File: config.mk
export PLATFORM = sky130hd
export DESIGN_NAME = access_sequencer
export DESIGN_NICKNAME = d
export VERILOG_FILES = /design/src/rtl/access_sequencer_pkg.sv /design/src/rtl/access_sequencer_view_regs.sv /design/src/rtl/access_sequencer.sv
export SDC_FILE = /design/constraint.sdc
export NUM_CORES = 1
export LEC_CHECK = 0
export ABC_AREA = 0
export ABC_CLOCK_PERIOD_IN_PS = 2100
export CAP_MARGIN = 20
export CORE_MARGIN = 5
export CORE_UTILIZATION = 51
export DETAILED_ROUTE_END_ITERATION = 6
export GPL_ROUTABILITY_DRIVEN = 0
export PLACE_DENSITY_LB_ADDON = 0.2
export RECOVER_POWER = 100
export SLEW_MARGIN = 10
export SYNTH_ARGS = -nofsm -noshare
export SYNTH_HDL_FRONTEND = slang
export SYNTH_SLANG_ARGS = --single-unit
File: constraint.sdc
create_clock -name i_clk -period 2.1 [get_ports i_clk]
set_input_delay 0.21 -clock i_clk [delete_from_list [all_inputs] [get_ports i_clk]]
set_output_delay 0.21 -clock i_clk [all_outputs]
set_load 0.005 [all_outputs]
File: src/rtl/access_sequencer_pkg.sv
// ============================================================================
// access_sequencer_pkg : command codes, address-generator modes, depth codes
// Rev 1.0
// ============================================================================
`default_nettype none

package access_sequencer_pkg;

    localparam int LOAD_BEATS = 2048;

    typedef enum logic [3:0] {
        OP_LOAD       = 4'd0,
        OP_RIGHT      = 4'd1,
        OP_LEFT       = 4'd2,
        OP_UP         = 4'd3,
        OP_DOWN       = 4'd4,
        OP_DEPTH_DOWN = 4'd5,
        OP_DEPTH_UP   = 4'd6,
        OP_DISPLAY    = 4'd7,
        OP_CONV       = 4'd8
    } op_e;

    localparam logic [1:0] MODE_LOAD = 2'd0;
    localparam logic [1:0] MODE_DISP = 2'd1;
    localparam logic [1:0] MODE_CONV = 2'd2;
    localparam logic [1:0] MODE_IDLE = 2'd3;

    localparam logic [1:0] DEPTH_32 = 2'd0;
    localparam logic [1:0] DEPTH_16 = 2'd1;
    localparam logic [1:0] DEPTH_8  = 2'd2;

    localparam logic [2:0] POS_MAX = 3'd6;

    // Final count of a display (4 per channel) or conv (16 per channel) pass;
    // halving the channel count is a right shift of the 32-channel terminal.
    function automatic logic [10:0] last_count(input logic [1:0] depth, input logic conv);
        logic [10:0] base;
        base = conv ? 11'd511 : 11'd127;
        return base >> depth;
    endfunction

endpackage

`default_nettype wire

File: src/rtl/access_sequencer_view_regs.sv
// ============================================================================
// view_regs : saturating origin (row/col 0..6) and channel-depth registers
// Rev 1.0
// ============================================================================
`default_nettype none

module view_regs
    import access_sequencer_pkg::*;
(
    input  logic       clk,
    input  logic       rst_n,
    input  logic       update,
    input  logic [3:0] op,
    output logic [5:0] origin,
    output logic [1:0] depth
);

    logic [2:0] row;
    logic [2:0] col;

    always_ff @(posedge clk or negedge rst_n) begin
        if (!rst_n) begin
            row   <= 3'd0;
            col   <= 3'd0;
            depth <= DEPTH_32;
        end else if (update) begin
            case (op)
                OP_RIGHT:      if (col != POS_MAX) col <= col + 3'd1;
                OP_LEFT:       if (col != 3'd0)    col <= col - 3'd1;
                OP_UP:         if (row != 3'd0)    row <= row - 3'd1;
                OP_DOWN:       if (row != POS_MAX) row <= row + 3'd1;
                OP_DEPTH_DOWN: if (depth != DEPTH_8)  depth <= depth + 2'd1;
                OP_DEPTH_UP:   if (depth != DEPTH_32) depth <= depth - 2'd1;
                default: ;
            endcase
        end
    end

    assign origin = {row, col};

endmodule

`default_nettype wire

File: src/rtl/access_sequencer.sv
// ============================================================================
// access_sequencer : command FSM driving the image-buffer address generator
// Rev 1.0
// ============================================================================
`default_nettype none

module access_sequencer #(
    parameter int LOAD_BEATS = access_sequencer_pkg::LOAD_BEATS
) (
    input  logic        i_clk,
    input  logic        i_rst_n,
    input  logic        i_op_valid,
    input  logic [3:0]  i_op_mode,
    output logic        o_op_ready,
    input  logic        i_in_valid,
    output logic [10:0] o_counter,
    output logic [1:0]  o_mode,
    output logic [5:0]  o_origin,
    output logic        o_mem_en,
    output logic        o_mem_we,
    output logic [1:0]  o_depth,
    output logic        o_last,
    output logic        o_op_done
);
    import access_sequencer_pkg::*;

    typedef enum logic [2:0] {
        S_IDLE = 3'd0,
        S_LOAD = 3'd1,
        S_DISP = 3'd2,
        S_CONV = 3'd3,
        S_DONE = 3'd4
    } state_e;

    localparam logic [10:0] LOAD_LAST = 11'(LOAD_BEATS - 1);

    state_e      state;
    logic [10:0] counter;
    logic [10:0] term;
    logic        accept;
    logic        streaming;

    assign accept    = (state == S_IDLE) && i_op_valid;
    assign streaming = (state == S_DISP) || (state == S_CONV);

    view_regs u_view_regs (
        .clk    (i_clk),
        .rst_n  (i_rst_n),
        .update (accept),
        .op     (i_op_mode),
        .origin (o_origin),
        .depth  (o_depth)
    );

    always_ff @(posedge i_clk or negedge i_rst_n) begin
        if (!i_rst_n) begin
            state   <= S_IDLE;
            counter <= 11'd0;
            term    <= 11'd0;
        end else begin
            case (state)
                S_IDLE: begin
                    counter <= 11'd0;
                    if (i_op_valid) begin
                        case (i_op_mode)
                            OP_LOAD:    state <= S_LOAD;
                            OP_DISPLAY: begin
                                state <= S_DISP;
                                term  <= last_count(o_depth, 1'b0);
                            end
                            OP_CONV: begin
                                state <= S_CONV;
                                term  <= last_count(o_depth, 1'b1);
                            end
                            default:    state <= S_DONE;
                        endcase
                    end
                end
                S_LOAD: begin
                    if (i_in_valid) begin
                        if (counter == LOAD_LAST) begin
                            state   <= S_DONE;
                            counter <= 11'd0;
                        end else begin
                            counter <= counter + 11'd1;
                        end
                    end
                end
                S_DISP, S_CONV: begin
                    // Terminal compare first, so the counter never wraps.
                    if (counter == term) begin
                        state   <= S_DONE;
                        counter <= 11'd0;
                    end else begin
                        counter <= counter + 11'd1;
                    end
                end
                S_DONE: begin
                    state   <= S_IDLE;
                    counter <= 11'd0;
                end
                default: begin
                    state   <= S_IDLE;
                    counter <= 11'd0;
                end
            endcase
        end
    end

    always_comb begin
        o_mode = MODE_IDLE;
        case (state)
            S_LOAD:  o_mode = MODE_LOAD;
            S_DISP:  o_mode = MODE_DISP;
            S_CONV:  o_mode = MODE_CONV;
            default: o_mode = MODE_IDLE;
        endcase
    end

    assign o_counter  = counter;
    assign o_op_ready = (state == S_IDLE);
    assign o_op_done  = (state == S_DONE);
    assign o_mem_en   = (state == S_LOAD) ? i_in_valid : streaming;
    assign o_mem_we   = (state == S_LOAD) && i_in_valid;
    assign o_last     = (state == S_LOAD) ? (i_in_valid && (counter == LOAD_LAST))
                                          : (streaming && (counter == term));

endmodule

`default_nettype wire

==> summary.md <==
| Metric | Value |
|---|---|
| Status | finished clean |
| Met2 routed WL | 2090 µm |
| HPWL after DPL | 3230 µm |
| Core ar. | 3310 µm² |
| Antenna Cells | 0 |
| Detailed-routed wire length on met3 | 279 µm |
| Power share of the combinational group | 0.506 |
| HP Class | reg -> reg |
| R2R Path End | o_counter[1] |
| Skew final | 0.0108 ns |
| CTS buffer count | 3 |
| CP peak stage delay | 0.56 ns |
| ANT nets after route | 0 |
| # rows | 21 |
| Top Ports | 34 |
| Hold Buf Count CTS | 0 |
| Die area | between 4000 and 5000 µm² |
| CP startpoint kind | register |
| DR WL/cell | 14.3 µm |
| Total of max-cap violations | 0 |
| Slew margin rel. | 0.0220 |
| Max Freq | 500 MHz |
| Post-synthesis compound-gate area fraction | 0.164 |
| Clock Sinks | 28 |
| Die W | roughly 68 µm |
| Launching point of the worst reg2reg path | o_counter[0] |
| Post-synth EDFFs | 0 |
| Synth Area in Adders | 0.0303 |
| GRT overflow | 0 |
| Syn_nets | 206 |
| Via count | around 1700 |
| Setup CP Type | reg -> out |
| Unique masters post-synth | 48 |
| Synth Area in XOR/XNOR | 0.0605 |
| Post-Route Utilization | 0.704 |
| Layout Nets | 262 |
| Int Power | 1.31 mW |
| Synth area leaders | dfrtp_1 40%, nand2_1 4.5%, o21ai_0 4.0%, xor2_1 3.5%, nor3_1 3.2% |
| Max Used Layer | met4 |
| DRT Pass-1 Iters | 4 |
| Slew Limit Fails | 0 |
| Placed inst area | 2250 µm² |
| Yosys Warn Count | 0 |
| GRT Total Usage | 0.194 |
| Finished Layout Cells | between 200 and 300 |
| Synth Area in Simple Gates | 0.277 |
| WP buf/inv | 2 |
| Largest net degree at the start of global routing | 29 |
| RSZ-0062 raised after global routing | true |
| Cell count after synthesis | a little under 200 |
| Drt total wl | between 4000 and 5000 µm |
| Wl on met1 | 1780 µm |
| Worst Hold Launch | term[7] |
| Avg Synthesized Cell Area | about 8.9 µm² |
| Global-route wire length before repair | 6940 µm |
| Die Ht | 68.4 µm |
| CTS tree | built |
| Initial antenna violation count | 0 |
| Hold Path Sink | term[7] |
| Vias per cell | 5.67 |
| Clock Power Share | 0.104 |
| Setup Viol. Count Final | 0 |
| Most common cell in the netlist | dfrtp_1 |
| Delay-heaviest family, CP | buffers and inverters |
| Critical-path maximum fanout | 12 |
| Htree depth | 1 |
| Proportion of layout cells with a drive suffix above 1 | 0.173 |
| Placed Cells incl. Taps | 287 |
| Net Sw Power | 0.779 mW |
| Final Hold Fails | 0 |
| Register area share after synthesis | 0.403 |
| Yosys top cell area share | 0.403 |
| Mux contribution to synthesized area | 0.0238 |
| Post-synthesis register bit count | 28 |
| Worst-path clk slew | 0.15 ns |
| Worst path slowest cell | clkdlybuf4s50_1 |
| Design Power | 2.08 mW |
| Crit-path cells | buf_4 > a21oi_1 > nor2_1 > clkdlybuf4s50_1 |
| Worst Path Required | 1.89 ns |
| Count of input and output buffers | 33 |
| Clk buf depth | 2 |
| Worst reg2reg path depth | 6 |
| Worst-margin pin slew | 1.47 ns |
| Post-synth ARST share | 1.00 |
| Worst skew pair latency | 0.32 ns |
| Post-layout min period | 2.00 ns |
| Leakage | 0.954 nW |
| Hold Path Cell Cnt | 2 |
| Remaining DRCs | 0 |
| Hold Slack | 0.523 ns |
| P&R area growth vs syn | 34.1% |
| Post-synth top cells | 28 x dfrtp_1, 21 x nand2_1, 14 x o21ai_0, 11 x nor3_1, 10 x nor2_1 |
| Fin crit share | 0.953 |
| Main combinational cell family by area after synthesis | simple AND/OR/NAND/NOR gates |
| Starting density of the core | 0.525 |
| R2R Setup Slk | 0.12 ns |
| Sequential Power Share | 0.390 |
| Vias in the first global route | approximately 1600 |
| CP arrival | 1.79 ns |
| Synth Flop Type | dfrtp_1 |
| Clock root cell | clkbuf_4 |
| Layout fillers | 274 |
| Switching Fraction | 0.374 |
| Detailed Route Iter0 Violations | 108 |
| CP endpoint kind | output pin |
| Dominant cell type by area after synthesis | dfrtp_1 |
| Cell Pwr Density | 894 nW/µm² |
| VDD IR max | 0.490 mV |
| Synthesized cell area | 1740 µm² |
| Final instance area | 2330 µm² |
## worst min-delay path, delay by kind of cell, from the launching register on
| kind | cells | cell delay, ns |
|---|---|---|
| AND/OR/NAND/NOR | 2 | 0.11 |
| flip-flops | 1 | 0.39 |
## metrics by stage
step | setup WS (ns) | TNS, ns
final | 0.0987 | 0
after global placement | 0.0234 | 0
after global routing | -0.0197 | -0.0506
after detailed placement | -0.0175 | -0.0386
after floorplan | 0.221 | 0
after CTS | 0.0177 | 0
## registers in the layout (all words and copies together) (netlist names)
register,count
o_counter,11
state,3
term,6
u_view_regs.col,3
u_view_regs.depth,2
u_view_regs.row,3
## routing by layer
metal | track usage | up-vias
met5 | 0 | -
met4 | 0.0744 | 0
met3 | 0.0312 | 7
met2 | 0.337 | 62
met1 | 0.240 | 787
li1 | - | 817
## cell type report
class | count | area, µm² | area share
Multi-Input combinational cell | 151 | 998 | 0.429
Sequential cell | 28 | 704 | 0.302
Timing Repair Buffer | 61 | 524 | 0.225
Tap cell | 46 | 57.6 | 0.0247
Clock buffer | 3 | 22.5 | 0.00967
Inverter | 6 | 22.5 | 0.00967
## power groups by stage
stage	clock [mW]	combinational (mW)	sequential, mW
2_1_floorplan	0	0.548	0.802
3_3_place_gp	0	0.980	0.819
3_5_place_dp	0	1.01	0.824
4_1_cts	0.223	1.03	0.815
5_1_grt	0.247	1.16	0.836
6_report	0.218	1.05	0.813
## cell families (layout without fill, tap and decap cells)
| family | Yosys count | in the layout |
|---|---|---|
| simple gates | 87 | 87 |
| buf+inv | 16 | 70 |
| compound gates | 45 | 45 |
| mux | 4 | 4 |
| xor+xnor | 12 | 12 |
| flops | 28 | 28 |
| fa+ha+maj | 3 | 3 |
## worst max path at each step
stage / start / endpoint / slack (ns) / depth (start not counted)
floorplan: state[1] / u_view_regs.depth[1] / 0.22 / 6
global placement: i_op_valid / u_view_regs.depth[1] / 0.02 / 6
detailed placement: i_op_valid / u_view_regs.depth[1] / -0.02 / 6
CTS: state[2] / o_mem_we / 0.02 / 4
global route: o_counter[0] / o_counter[8] / -0.02 / 6
finish: state[0] / o_mem_en / 0.1 / 4
## what timing repair did
action / CTS / global route
setup endpoints to repair: 1 / 2
pin swaps: 1 / 3
gates resized for setup: 8 / 7
setup buffers: 0 / 5
## layout by cell type, fill, tap and decap left out, types with 4 or more instances in the layout
| master | synthesis | final |
|---|---|---|
| buf_4 | 0 | 25 |
| xnor2_1 | 5 | 5 |
| or3_1 | 4 | 4 |
| a21oi_1 | 8 | 8 |
| nand2_1 | 21 | 21 |
| dlygate4sd3_1 | 0 | 9 |
| nor3_1 | 11 | 11 |
| o21ai_1 | 4 | 5 |
| xor2_1 | 7 | 7 |
| o21ai_0 | 14 | 13 |
| clkdlybuf4s50_1 | 0 | 23 |
| dfrtp_1 | 28 | 25 |
| nand2b_1 | 8 | 8 |
| inv_1 | 6 | 6 |
| nor2_1 | 10 | 9 |
| nand3_1 | 8 | 8 |
Power figures use the tool's default switching activity.
